### config.mk
export PLATFORM = sky130hd
export DESIGN_NAME = smol_lsu
export DESIGN_NICKNAME = d
export VERILOG_FILES = /design/src/rtl/smol_pkg.sv /design/src/rtl/smol_lsu_align.sv /design/src/rtl/smol_lsu.sv
export SDC_FILE = /design/constraint.sdc
export NUM_CORES = 1
export LEC_CHECK = 0
export BUFFER_PORTS_ARGS = -buffer_cell sky130_fd_sc_hd__buf_2
export CAP_MARGIN = 10
export CORE_MARGIN = 2
export CORE_UTILIZATION = 50
export DETAILED_ROUTE_END_ITERATION = 8
export HOLD_SLACK_MARGIN = 0.03
export MAX_ROUTING_LAYER = met4
export PLACE_DENSITY = 0.8
export RECOVER_POWER = 25
export SYNTH_ARGS = -nofsm -noshare
export SYNTH_HDL_FRONTEND = slang
export SYNTH_SLANG_ARGS = --single-unit
### constraint.sdc
create_clock -name clk -period 2.8 [get_ports clk]
set_clock_uncertainty 0.15 [all_clocks]
set_input_delay 0.14 -clock clk [delete_from_list [all_inputs] [get_ports clk]]
set_output_delay 0.14 -clock clk [all_outputs]
set_load 0.05 [all_outputs]
### src/rtl/smol_pkg.sv
// Shared types and helpers for the smol load/store unit.
// Holds access size and FSM state enums plus offset alignment helpers.
package smol_pkg;

  typedef enum logic [1:0] {
    BYTE    = 2'b00,
    HALF    = 2'b01,
    WORD    = 2'b10,
    ILLEGAL = 2'b11
  } lsu_size_t;

  typedef enum logic [1:0] {
    IDLE = 2'b00,
    REQ  = 2'b01,
    WAIT = 2'b10
  } lsu_state_t;

  function automatic logic misaligned(
    input lsu_size_t  s,
    input logic [1:0] a
  );
    return ((s == HALF) && a[0]) ||
           ((s == WORD) && (a != 2'b00));
  endfunction

  function automatic logic [1:0] align_off(
    input lsu_size_t  s,
    input logic [1:0] a
  );
    logic [1:0] r;
    r = a;
    unique case (1'b1)
      (s == HALF): r = {a[1], 1'b0};
      (s == WORD): r = 2'b00;
      default:     r = a;
    endcase
    return r;
  endfunction

endpackage

### src/rtl/smol_lsu_align.sv
// Byte-lane steering: store strobes/replication and load extraction.
// Ports: size_i, off_i, uns_i, rdata_i, wdata_i -> wstrb_o, wdata_rep_o, load_data_o.
module smol_lsu_align
  import smol_pkg::*;
(
  input  lsu_size_t   size_i,
  input  logic [1:0]  off_i,
  input  logic        uns_i,
  input  logic [31:0] rdata_i,
  input  logic [31:0] wdata_i,
  output logic [3:0]  wstrb_o,
  output logic [31:0] wdata_rep_o,
  output logic [31:0] load_data_o
);

  logic [31:0] sh;

  assign sh = rdata_i >> {off_i, 3'b000};

  always_comb begin
    wstrb_o     = 4'b0000;
    wdata_rep_o = wdata_i;
    load_data_o = sh;
    unique case (1'b1)
      (size_i == BYTE): begin
        wstrb_o     = 4'b0001 << off_i;
        wdata_rep_o = {4{wdata_i[7:0]}};
        load_data_o = uns_i ? {24'h0, sh[7:0]}
                            : {{24{sh[7]}}, sh[7:0]};
      end
      (size_i == HALF): begin
        wstrb_o     = 4'b0011 << off_i;
        wdata_rep_o = {2{wdata_i[15:0]}};
        load_data_o = uns_i ? {16'h0, sh[15:0]}
                            : {{16{sh[15]}}, sh[15:0]};
      end
      (size_i == WORD): begin
        wstrb_o     = 4'b1111;
        wdata_rep_o = wdata_i;
        load_data_o = sh;
      end
      default: begin
        wstrb_o     = 4'b0000;
        wdata_rep_o = wdata_i;
        load_data_o = sh;
      end
    endcase
  end

endmodule

### src/rtl/smol_lsu.sv
// Load/store unit: one outstanding access, IDLE/REQ/WAIT FSM with timeout.
// Ports: req_* from execute, mem_* bus, wb_* load writeback, done/fault/fault_addr.
// Macro SMOL_LSU_MISALIGN_TRAP_EN: misaligned half/word faults instead of aligning.
module smol_lsu
  import smol_pkg::*;
#(
  parameter int TIMEOUT = 16
) (
  input  logic        clk,
  input  logic        rst,
  input  logic        req_valid,
  output logic        req_ready,
  input  logic [31:0] req_addr,
  input  logic [31:0] req_wdata,
  input  logic        req_we,
  input  logic [1:0]  req_size,
  input  logic        req_unsigned,
  input  logic [4:0]  req_rd,
  output logic        mem_valid,
  input  logic        mem_ready,
  output logic [31:0] mem_addr,
  output logic        mem_we,
  output logic [3:0]  mem_wstrb,
  output logic [31:0] mem_wdata,
  input  logic        mem_rvalid,
  input  logic [31:0] mem_rdata,
  output logic        wb_valid,
  output logic [4:0]  wb_rd,
  output logic [31:0] wb_data,
  output logic        done,
  output logic        fault,
  output logic [31:0] fault_addr
);

  localparam int CW = $clog2(TIMEOUT + 1);

  lsu_state_t  state_q;
  logic [CW-1:0] cnt_q;
  logic [31:0] addr_q;
  logic [1:0]  off_q;
  lsu_size_t   size_q;
  logic        we_q;
  logic        uns_q;
  logic [4:0]  rd_q;
  logic [31:0] wdata_q;
  logic        done_q;
  logic        fault_q;
  logic [31:0] fault_addr_q;
  logic        wb_valid_q;
  logic [4:0]  wb_rd_q;
  logic [31:0] wb_data_q;

  lsu_size_t   size_d;
  logic [1:0]  off_d;
  logic        bad_d;
  logic        tmo;
  logic [3:0]  strb;
  logic [31:0] wrep;
  logic [31:0] ldata;

  assign size_d = lsu_size_t'(req_size);

`ifdef SMOL_LSU_MISALIGN_TRAP_EN
  assign off_d = req_addr[1:0];
  assign bad_d = (size_d == ILLEGAL) ||
                 misaligned(size_d, req_addr[1:0]);
`else
  assign off_d = align_off(size_d, req_addr[1:0]);
  assign bad_d = (size_d == ILLEGAL);
`endif

  assign tmo = (cnt_q == CW'(TIMEOUT - 1));

  smol_lsu_align u_align (
    .size_i      (size_q),
    .off_i       (off_q),
    .uns_i       (uns_q),
    .rdata_i     (mem_rdata),
    .wdata_i     (wdata_q),
    .wstrb_o     (strb),
    .wdata_rep_o (wrep),
    .load_data_o (ldata)
  );

  always_ff @(posedge clk) begin
    if (rst) begin
      state_q      <= IDLE;
      cnt_q        <= '0;
      addr_q       <= '0;
      off_q        <= '0;
      size_q       <= BYTE;
      we_q         <= 1'b0;
      uns_q        <= 1'b0;
      rd_q         <= '0;
      wdata_q      <= '0;
      done_q       <= 1'b0;
      fault_q      <= 1'b0;
      fault_addr_q <= '0;
      wb_valid_q   <= 1'b0;
      wb_rd_q      <= '0;
      wb_data_q    <= '0;
    end else begin
      done_q     <= 1'b0;
      fault_q    <= 1'b0;
      wb_valid_q <= 1'b0;
      unique case (state_q)
        IDLE: begin
          if (req_valid) begin
            addr_q  <= req_addr;
            off_q   <= off_d;
            size_q  <= size_d;
            we_q    <= req_we;
            uns_q   <= req_unsigned;
            rd_q    <= req_rd;
            wdata_q <= req_wdata;
            if (bad_d) begin
              fault_q      <= 1'b1;
              done_q       <= 1'b1;
              fault_addr_q <= req_addr;
            end else begin
              state_q <= REQ;
              cnt_q   <= '0;
            end
          end
        end
        REQ: begin
          cnt_q <= cnt_q + 1'b1;
          if (mem_ready) begin
            if (we_q) begin
              state_q <= IDLE;
              done_q  <= 1'b1;
            end else begin
              state_q <= WAIT;
            end
          end else if (tmo) begin
            state_q      <= IDLE;
            fault_q      <= 1'b1;
            done_q       <= 1'b1;
            fault_addr_q <= addr_q;
          end
        end
        WAIT: begin
          cnt_q <= cnt_q + 1'b1;
          if (mem_rvalid) begin
            state_q    <= IDLE;
            done_q     <= 1'b1;
            wb_valid_q <= (rd_q != 5'd0);
            wb_rd_q    <= rd_q;
            wb_data_q  <= ldata;
          end else if (tmo) begin
            state_q      <= IDLE;
            fault_q      <= 1'b1;
            done_q       <= 1'b1;
            fault_addr_q <= addr_q;
          end
        end
        default: state_q <= IDLE;
      endcase
    end
  end

  assign req_ready  = (state_q == IDLE);
  assign mem_valid  = (state_q == REQ);
  assign mem_addr   = {addr_q[31:2], 2'b00};
  assign mem_we     = we_q;
  // strobes only meaningful for a store on the bus
  assign mem_wstrb  = (mem_valid && we_q) ? strb : 4'b0000;
  assign mem_wdata  = wrep;
  assign wb_valid   = wb_valid_q;
  assign wb_rd      = wb_rd_q;
  assign wb_data    = wb_data_q;
  assign done       = done_q;
  assign fault      = fault_q;
  assign fault_addr = fault_addr_q;

endmodule

==> run metrics <==
Cell Pwr Density ~650 mW/mm2; slowest cell on the critical path nor2_1; First DRT Iteration DRCs between 400 and 500; CTS H-tree lvls 4; crit path cell chain nor2_1 > mux2_2 > buf_2; most frequent cell after synthesis nand2_1; Crit Path Class flop to primary output; antenna cell count 0; Slew @ Worst Pin 1.056 ns; sequential cell area fraction in the yosys report about 42%; cts repair resizes 0; nets around 1200; Yosys warnings 0; Syn Std Cell Area roughly 0.0073 mm2; register bit count reported by yosys 154; clock period minus final worst setup slack 2.599 ns; Avg Cell Area, Syn around 8.4 um2; outcome completed; via count 7038; cell row count between 40 and 50; Placed Area between 0.008 and 0.009 mm2; Leak about 3.9 nW; TritonRoute pass-1 iters 8; Worst VDD drop roughly 500 uV; Place WS 0.5077 ns; Die H around 120 um; GRT Resource Usage Total a little over a quarter; post-CTS setup buffer count 0; largest net degree at the start of global routing 65; clock sinks 154; achievable frequency 384.8 MHz; root buffer cell clkbuf_16; WP buf/inv 1; Overflow after GRT 0; clk_lat worst skew approximately 0.42 ns; number of routed nets with antenna violations 0; Die ar. approximately 0.016 mm2; HPWL Detailed 13350 um; final hold slack slightly below 0.05 ns; post-route cell area slightly below 0.01 mm2; share of post-route cells with drive strength above 1 around a quarter; Top FF cell, synth dfxtp_1; Worst EP required 2.51 ns; Synth top area share around 42%; count of input and output buffers 250; Die X around 120 um; # setup viols final 0; asr flop ratio synth 0%; antenna violations before repair 0; cell taking the most area after synthesis dfxtp_1; hold_buf cts 87; core area approximately 0.014 mm2; clock-pin slew on the worst setup and hold paths 0.06 ns; max_slew headroom approximately 29%; Cell variety after synth 42; Vias per Instance 5.300; crit path max fanout 17; CTS buffer count 17; number of synthesized flops with an enable pin 0; delay-heaviest family, CP simple AND/OR/NAND/NOR gates; CP Launch Type flop; top post-synthesis cells by count 205 x nand2_1, 154 x dfxtp_1, 98 x a21oi_1; Crit path arrival time 2.31 ns; Initial Utilization around 51%; routability cong. approximately 0.89; vias in the first global route roughly 6700; first-pass GRT wire length ~33000 um; # IOs 253; clock buffer depth 2; synth-to-layout area growth 33.91%; wire per inst roughly 16 um; Final WS setup around 0.20 ns; CTS tree built; max incr delay on CP roughly 0.76 ns; type of the worst min-delay path input pin to flop; final wirelength 21090 um; Worst Setup End Kind primary output; largest cells by area after synthesis dfxtp_1 42%, nand2_1 11%, mux2i_1 7.8%, a21oi_1 6.7%, a211oi_2 4.8%; Post-route DRC 0; Hold Violations, Final 0; Final Slew Violations 0; Max Cap Viol 0; Gate Count Post-Synth about 860; Setup TNS 0 ns; unrepaired setup endpoints after global routing no; Tcrit/Tclk final just over 90%
cells in the final DEF, fill, tap and decap left out, drive strengths merged, types with 4 or more instances in the layout:
cell / n
nand2: 205
buf: 194
dfxtp: 154
a21oi: 98
clkbuf: 93
dlygate4sd3: 87
nor2: 72
a211oi: 59
mux2i: 57
mux2: 23
o21ai: 13
nor3: 9
nand2b: 8
o211ai: 8
ha: 8
clkinv: 7
inv: 6
nor2b: 5
and2: 4
worst min-delay path, stage by stage:
cell and delay (ns):
buf_2 0.09, mux2i_1 0.07, nand2_1 0.07, o211ai_1 0.09, a21oi_1 0.12
routing by layer:
metal / vias up / wire [um] / global-route usage, %
met3: 51 / 1300 / 6.186
met5: - / 0 / -
li1: 3432 / - / -
met1: 3277 / 8882 / 31.72
met4: 0 / 667 / 11.30
met2: 278 / 10240 / 44.62
power breakdown:
| part | internal [mW] | switching, mW |
|---|---|---|
| clock network | 1.44 | 0.908 |
| logic | 0.486 | 1.04 |
| registers | 2.34 | 0.113 |
| total | 4.27 | 2.06 |
state kept, by name, indices dropped and copies added (netlist names):
register	count
done	1
wb_valid	1
wb_rd	5
mem_we	1
cnt_q	5
state_q	2
wb_data	32
fault_addr	32
size_q	2
fault	1
rd_q	5
off_q	2
wdata_q	32
addr_q	32
uns_q	1
worst paths after layout:
| kind | start | endpoint | slack (ns) | cells after the start |
|---|---|---|---|---|
| hold reg to reg | wb_rd[3]$_SDFFE_PP0N_ | wb_rd[3]$_SDFFE_PP0N_ | 0.30 | 2 |
| setup reg to reg | cnt_q[0]$_SDFFE_PP0P_ | fault_addr[12]$_SDFFE_PP0P_ | 0.48 | 8 |
| hold / removal | mem_rdata[11] | wb_data[3]$_SDFFE_PP0N_ | 0.05 | 5 |
| setup / recovery | size_q[1]$_SDFFE_PP0P_ | mem_wdata[13] | 0.20 | 3 |
cell families (layout without fill, tap and decap cells):
| logic type | Yosys count | in the layout | synth area share, % |
|---|---|---|---|
| AOI/OAI and AO/OA | 193 | 193 | 18.44 |
| adders and majority gates | 8 | 8 | 1.377 |
| buffers and inverters | 112 | 392 | 8.607 |
| DFF | 154 | 154 | 42.42 |
| muxes | 81 | 81 | 11.72 |
| other | 1 | 2 | 0.05159 |
| and+or+nand+nor | 314 | 314 | 17.39 |
through the flow:
stage / total power, mW / std cells / util, %
after floorplan: 3.614 / 864 / -
after global placement: 3.903 / 1209 / 58.11
after detailed placement: 3.929 / 1209 / 58.11
after CTS: 6.349 / 1328 / 68.37
after global routing: 6.583 / 1328 / 67.74
final: 6.332 / 1328 / 67.74
cell type report:
type	instances	area (um2)
Sequential cell	154	3083
Multi-Input combinational cell	598	3570
Inverter	6	22.52
Fill cell	1150	4636
Tap cell	184	230.2
Clock inverter	12	147.6
Timing Repair Buffer	354	2223
Clock buffer	20	456.7
Power figures use the tool's default switching activity.
